### src/rtl/mult_seq_ctrl.sv
// Sequential 6x4 unsigned multiplier built around an external 3x2 combinational
// multiplier: four partial products accumulated over four RUN cycles.
module mult_seq_ctrl (
   input  logic       clk,
   input  logic       rst,
   input  logic       start,
   input  logic [5:0] a,
   input  logic [3:0] b,
   output logic       busy,
   output logic       done,
   output logic [9:0] product,
   output logic [2:0] mul_m,
   output logic [1:0] mul_p,
   input  logic [4:0] mul_s
);

   // state | meaning
   // IDLE  | waiting for start; product holds last result
   // RUN   | four accumulate steps, k selects operand slices
   // DONE  | one-cycle done pulse, product valid
   typedef enum logic [1:0] {IDLE, RUN, DONE} state_t;

   state_t      state, state_n;
   logic [1:0]  k, k_n;
   logic [5:0]  a_lat, a_lat_n;
   logic [3:0]  b_lat, b_lat_n;
   logic [9:0]  acc, acc_n;
   logic [2:0]  shamt;
   logic [9:0]  pp;

   always_ff @(posedge clk or posedge rst) begin
      if (rst) begin
         state <= IDLE;
         k     <= 2'd0;
         a_lat <= 6'd0;
         b_lat <= 4'd0;
         acc   <= 10'd0;
      end else begin
         state <= state_n;
         k     <= k_n;
         a_lat <= a_lat_n;
         b_lat <= b_lat_n;
         acc   <= acc_n;
      end
   end

   always_comb begin
      state_n = state;
      k_n     = k;
      a_lat_n = a_lat;
      b_lat_n = b_lat;
      acc_n   = acc;
      busy    = 1'b0;
      done    = 1'b0;
      mul_m   = 3'd0;
      mul_p   = 2'd0;
      // slice weights: a[5:3] is worth 2^3, b[3:2] is worth 2^2
      shamt   = (k[1] ? 3'd3 : 3'd0) + (k[0] ? 3'd2 : 3'd0);
      pp      = {5'd0, mul_s} << shamt;
      case (state)
         IDLE: begin
            if (start) begin
               a_lat_n = a;
               b_lat_n = b;
               acc_n   = 10'd0;
               k_n     = 2'd0;
               state_n = RUN;
            end
         end
         RUN: begin
            busy    = 1'b1;
            mul_m   = k[1] ? a_lat[5:3] : a_lat[2:0];
            mul_p   = k[0] ? b_lat[3:2] : b_lat[1:0];
            acc_n   = acc + pp;
            k_n     = k + 2'd1;
            if (k == 2'd3) state_n = DONE;
         end
         DONE: begin
            busy    = 1'b1;
            done    = 1'b1;
            state_n = IDLE;
         end
         default: state_n = IDLE;
      endcase
   end

   assign product = acc;

endmodule

### config.mk
export PLATFORM = sky130hd
export DESIGN_NAME = mult_seq_ctrl
export DESIGN_NICKNAME = d
export VERILOG_FILES = /design/src/rtl/mult_seq_ctrl.sv
export SDC_FILE = /design/constraint.sdc
export NUM_CORES = 1
export LEC_CHECK = 0
export ABC_CLOCK_PERIOD_IN_PS = 3700
export BUFFER_PORTS_ARGS = -buffer_cell sky130_fd_sc_hd__buf_2
export CAP_MARGIN = 0
export CORE_MARGIN = 3
export CORE_UTILIZATION = 54
export DETAILED_ROUTE_END_ITERATION = 7
export PLACE_DENSITY = 0.75
export SLEW_MARGIN = 20
export SYNTH_ARGS = -nofsm -noshare
export SYNTH_HDL_FRONTEND = slang
export SYNTH_SLANG_ARGS = --single-unit
### constraint.sdc
create_clock -name clk -period 3.7 [get_ports clk]
set_clock_uncertainty 0.1 [all_clocks]
set_input_delay 0.555 -clock clk [delete_from_list [all_inputs] [get_ports clk]]
set_output_delay 0.555 -clock clk [all_outputs]
set_load 0.1 [all_outputs]
* Word level (Yosys, flattened, before mapping)
Cells that the tools add are included.
** Storage, ports and cells
- Bits in writable memories :: 0
- Bits of input ports :: 18
- Output and inout bits :: 17
- Register bits after elaboration :: 24
- Bits in latches :: 0
- Memory bits (read-only) :: 0
- Memories :: 0
** Cells by class
- Magnitude comparators :: 0
- Divide/modulo/power cells :: 0
- Shift operators :: 1
- Bitwise logic cells :: 0
- Mux-type cells :: 15
- Add/sub/neg operators :: 3
- Reductions and logical operators :: 6
- Equality and inequality tests :: 5
- Multiply operators :: 0
** Operators by type and width (count)
- $pmux W10 S2 :: 1
- $mux W2 :: 7
- $add A10 B10 Y10 :: 1
- $mux W10 :: 1
- $shl A5 B3 Y10 :: 1
- $pmux W2 S2 :: 2
- $mux W3 :: 2
- $reduce_and A2 Y1 :: 3
- $eq A2 B2 Y1 const B :: 2
- $ne A2 B2 Y1 const B :: 2
- $add A2 B2 Y3 :: 1
- $add A2 B1 Y2 const B :: 1
- $eq A2 B1 Y1 const B :: 1
- $logic_not A2 Y1 :: 1
- $mux W1 :: 2
- $reduce_bool A2 Y1 :: 1
- $reduce_or A2 Y1 :: 1

* Longest topological paths before layout
- Depth after elaboration :: 5
- Mapped depth :: 12

* Worst setup path after synthesis
No wires, ideal clock.
- Path kind :: register to register
- Start :: register k[0]
- End :: register acc[8] (netlist: product[8])
- Stages on the path, launching flop included :: 13
- Data required time :: 3.477 ns
- Buffers on the path :: 1
- Slack :: 0.815 ns
- Data arrival time :: 2.662 ns
- Cells stage by stage :: dfrtp_1 ha_1 clkbuf_1 nor3_1 ha_1 inv_1 fa_1 nand2b_1 a21oi_2 o211ai_2 a21boi_1 o21ai_0 a32o_1
** On the way
- Cells in the longest elaborated chain, start to end :: 5
** Ends and longest elaborated chain
- from (decl) :: line 24 : logic [1:0] k, k_n;
- from (signal assigned) :: line 40 : k <= k_n;
- $mux W2 :: line 58 : shamt = (k[1] ? 3'd3 : 3'd0) + (k[0] ? 3'd2 : 3'd0);
- $add A2 B2 Y3 :: line 58
- $shl A5 B3 Y10 :: line 59 : pp = {5'd0, mul_s} << shamt;
- $add A10 B10 Y10 :: line 74 : acc_n = acc + pp;
- $pmux W10 S2 :: line 60 : case (state)
- to (signal assigned) :: line 43 : acc <= acc_n;
- to (decl) :: line 27 : logic [9:0] acc, acc_n;
No other way between the ends.
A chain may end at the register's enable or synchronous reset.

* Worst setup path after layout
Ends and elaborated chain as after synthesis.

==> key figures <==
Outcome
  • Outcome: finished, final reports clean

Global routing
  • First-pass GRT wire length: 5.809 mm
  • Initial antenna violation count: 0
  • Total track usage: 0.2052
  • Vias in the first global route: 1347
  • Grt total ovfl: 0
  • Largest net degree at the start of global routing: 25

Timing
  • Final Critical Period: 3135 ps
  • Setup TNS: 0 ps
  • Max Fclk: 0.3190 GHz
  • Unrepaired setup endpoints after global routing: no
  • Final hold violation count: 0
  • Final setup fails: 0
  • Max Slew Vio Count: 0
  • Final worst-path setup slack: 564.7 ps
  • Slew HR: 0.3925
  • Actual slew at the worst max-slew pin: 910.3 ps
  • Fin crit share: 0.8474

Synth
  • XOR/XNOR Fraction of Synth Area: 0.02136
  • Synth Area in Compound Gates: 0.2067
  • Main synth FF type: dfrtp_1
  • Post-Synth Adder-Cell Area: 0.1114
  • Number of synthesized flops with an enable pin: 0
  • Yosys reg bits: 24
  • Synth unique cells: 41
  • Mapped Nets: 198
  • Mux cell area share after synthesis: 0.1381
  • Ys async rst share: 1.000
  • Avg Inst Size Synth: 9.881 um2
  • Largest family of logic cells by synthesized area: compound AO/OA/AOI/OAI gates
  • Cell area after synthesis: 1640 um2
  • Yosys warnings: 0
  • Synth Instances: 166
  • Synth Area in Simple Gates: 0.1243
  • Sequential element share of the synthesized area: 0.3661

Placed design
  • Post-DP HPWL: 2.770 mm
  • Post-Place Cells: 227
  • Final GP Congestion: 0.8757
  • Port buffer count: 34
  • Pre-CTS WS: 635.8 ps

Clock tree
  • Hold buffer count at CTS: 0
  • Cts bufs inserted: 3
  • Max clock buf depth: 2
  • Post-cts resize count: 0
  • Clk slew on worst S/H paths: 150 ps
  • CTS tree: done
  • Clock Latency Late Sink: 330 ps
  • Clock sink count: 24
  • Post-CTS Setup Inserts: 0
  • H-tree Lvls: 1
  • Root Driver: clkbuf_4

Die
  • Initial core utilization: 0.5798
  • Floorplan row count: 19
  • Core box area: 2829 um2
  • Die H: 61.12 um
  • DIE AREA: 3735 um2
  • Top-Level Pins: 35
  • Die Wd: 61.12 um

Worst setup path
  • Crit path kind: register to register
  • CP endpoint kind: register
  • Critical Path Fanout Max: 12
  • Crit start category: register
  • CP Data Required Time: 3830 ps
  • Crit path arrival time: 3260 ps

Detailed routing
  • Met2 WL: 1.758 mm
  • Met3 Wirelength: 182 um
  • DRC Markers: 0
  • Length of routed wiring on met1: 1.639 mm
  • Final wirelength: 3.612 mm
  • DRT antenna net count: 0
  • Vias/cell: 5.918
  • Initial detailed-routing violation count: 64
  • WL/cell: 15.64 um
  • Via Count: 1367
  • Drt pass-1 iters: 4
  • Uppermost layer routed: met4

Final layout
  • Share of layout cells above drive strength 1: 0.3050
  • Antenna cells: 0
  • Post-route insts no fill: 231
  • Syn-to-layout area delta: 15.03%
  • Commonest non-fill, non-tap cells in the layout: 34 x buf_2, 24 x dfrtp_1, 16 x nand2_1, 13 x ha_1, 12 x mux2_2
  • Most common cell after layout, fill and taps aside: buf_2
  • Fillers: 236
  • Final Net Count: 233

Min path
  • HP Class: input pin to asynchronous set/reset pin

Run
  • # Max-Cap Violations: 0
==> Yosys cell counts (2+ instances only) <==
| master | count | area (um2) |
|---|---|---|
| a21o_1 | 2 | 15.01 |
| nand2_1 | 16 | 60.06 |
| o21bai_1 | 2 | 15.01 |
| and2_1 | 2 | 12.51 |
| inv_1 | 7 | 26.28 |
| dfrtp_1 | 24 | 600.6 |
| ha_1 | 13 | 162.7 |
| o21ai_1 | 8 | 40.04 |
| nand2b_1 | 7 | 43.79 |
| nor2_1 | 10 | 37.54 |
| o21ai_0 | 7 | 35.03 |
| a211oi_1 | 2 | 15.01 |
| o22ai_1 | 3 | 18.77 |
| mux2_2 | 12 | 135.1 |
| or3_1 | 2 | 12.51 |
| mux2i_1 | 8 | 80.08 |
| a21oi_1 | 8 | 40.04 |
| clkbuf_1 | 4 | 15.01 |
| a32o_1 | 2 | 20.02 |
| xnor2_1 | 2 | 17.52 |
| xor2_1 | 2 | 17.52 |
| nor3_1 | 2 | 10.01 |
| a22o_1 | 3 | 26.28 |
==> registers in the layout, indices dropped and copies added, names as in the netlist <==
register,count
k,2
a_lat,6
b_lat,4
state,2
product,10
==> layout make-up <==
| cell class | instances | area, um2 | share of cell area |
|---|---|---|---|
| Timing Repair Buffer | 35 | 177.7 | 0.09416 |
| Multi-Input combinational cell | 129 | 987.2 | 0.5232 |
| Inverter | 8 | 30.03 | 0.01592 |
| Tap cell | 31 | 38.79 | 0.02056 |
| Sequential cell | 24 | 600.6 | 0.3183 |
| Clock buffer | 3 | 22.52 | 0.01194 |
| Clock inverter | 1 | 30.03 | 0.01592 |
==> cells by family (layout without fill, tap and decap cells) <==
family / count (synthesis) / count (layout)
simple gates: 43 / 43
mux: 21 / 21
fa+ha+maj: 14 / 14
buf+inv: 13 / 47
flops: 24 / 24
compound gates: 47 / 47
xor+xnor: 4 / 4
==> worst max-delay path, cell delays in order (launching register included) <==
cell      delay, ps
dfrtp_1         470
ha_1            470
nor3_1          240
ha_1            250
inv_1            80
fa_1            380
nand2b_1        220
a21oi_2         220
o211ai_2         90
a21boi_1        150
o21ai_0          90
a32o_1          260
==> through the flow <==
stage / utilization / hold slack (ps) / cell area (um2)
floorplan: - / 378.7 / 1640
global placement: 0.6484 / 386.8 / 1834
detailed placement: 0.6484 / 397.1 / 1834
CTS: 0.6670 / 342.8 / 1887
global route: 0.6670 / 340.4 / 1887
finish: 0.6670 / 297.4 / 1887
==> final timing paths <==
kind	from	slack (ps)	end	depth (start not counted)
max in group asynchronous	rst	2640	product[0]	2
worst min-delay path	rst	300	state[1]	2
worst min register to register	a_lat[1]	430	a_lat[1]	1
worst max register to register	k[0]	560	product[8]	11
worst max-delay path	k[0]	560	product[8]	11
min in group clk	b[2]	340	b_lat[2]	2
==> routing by layer <==
metal | track usage | vias up
met5 | 0 | -
met4 | 0.04954 | 0
met3 | 0.02516 | 4
met2 | 0.3459 | 41
met1 | 0.2799 | 655
li1 | - | 667
Power is not shown: default switching activity piles up to over one toggle a cycle in this logic, so the estimate is an artifact.
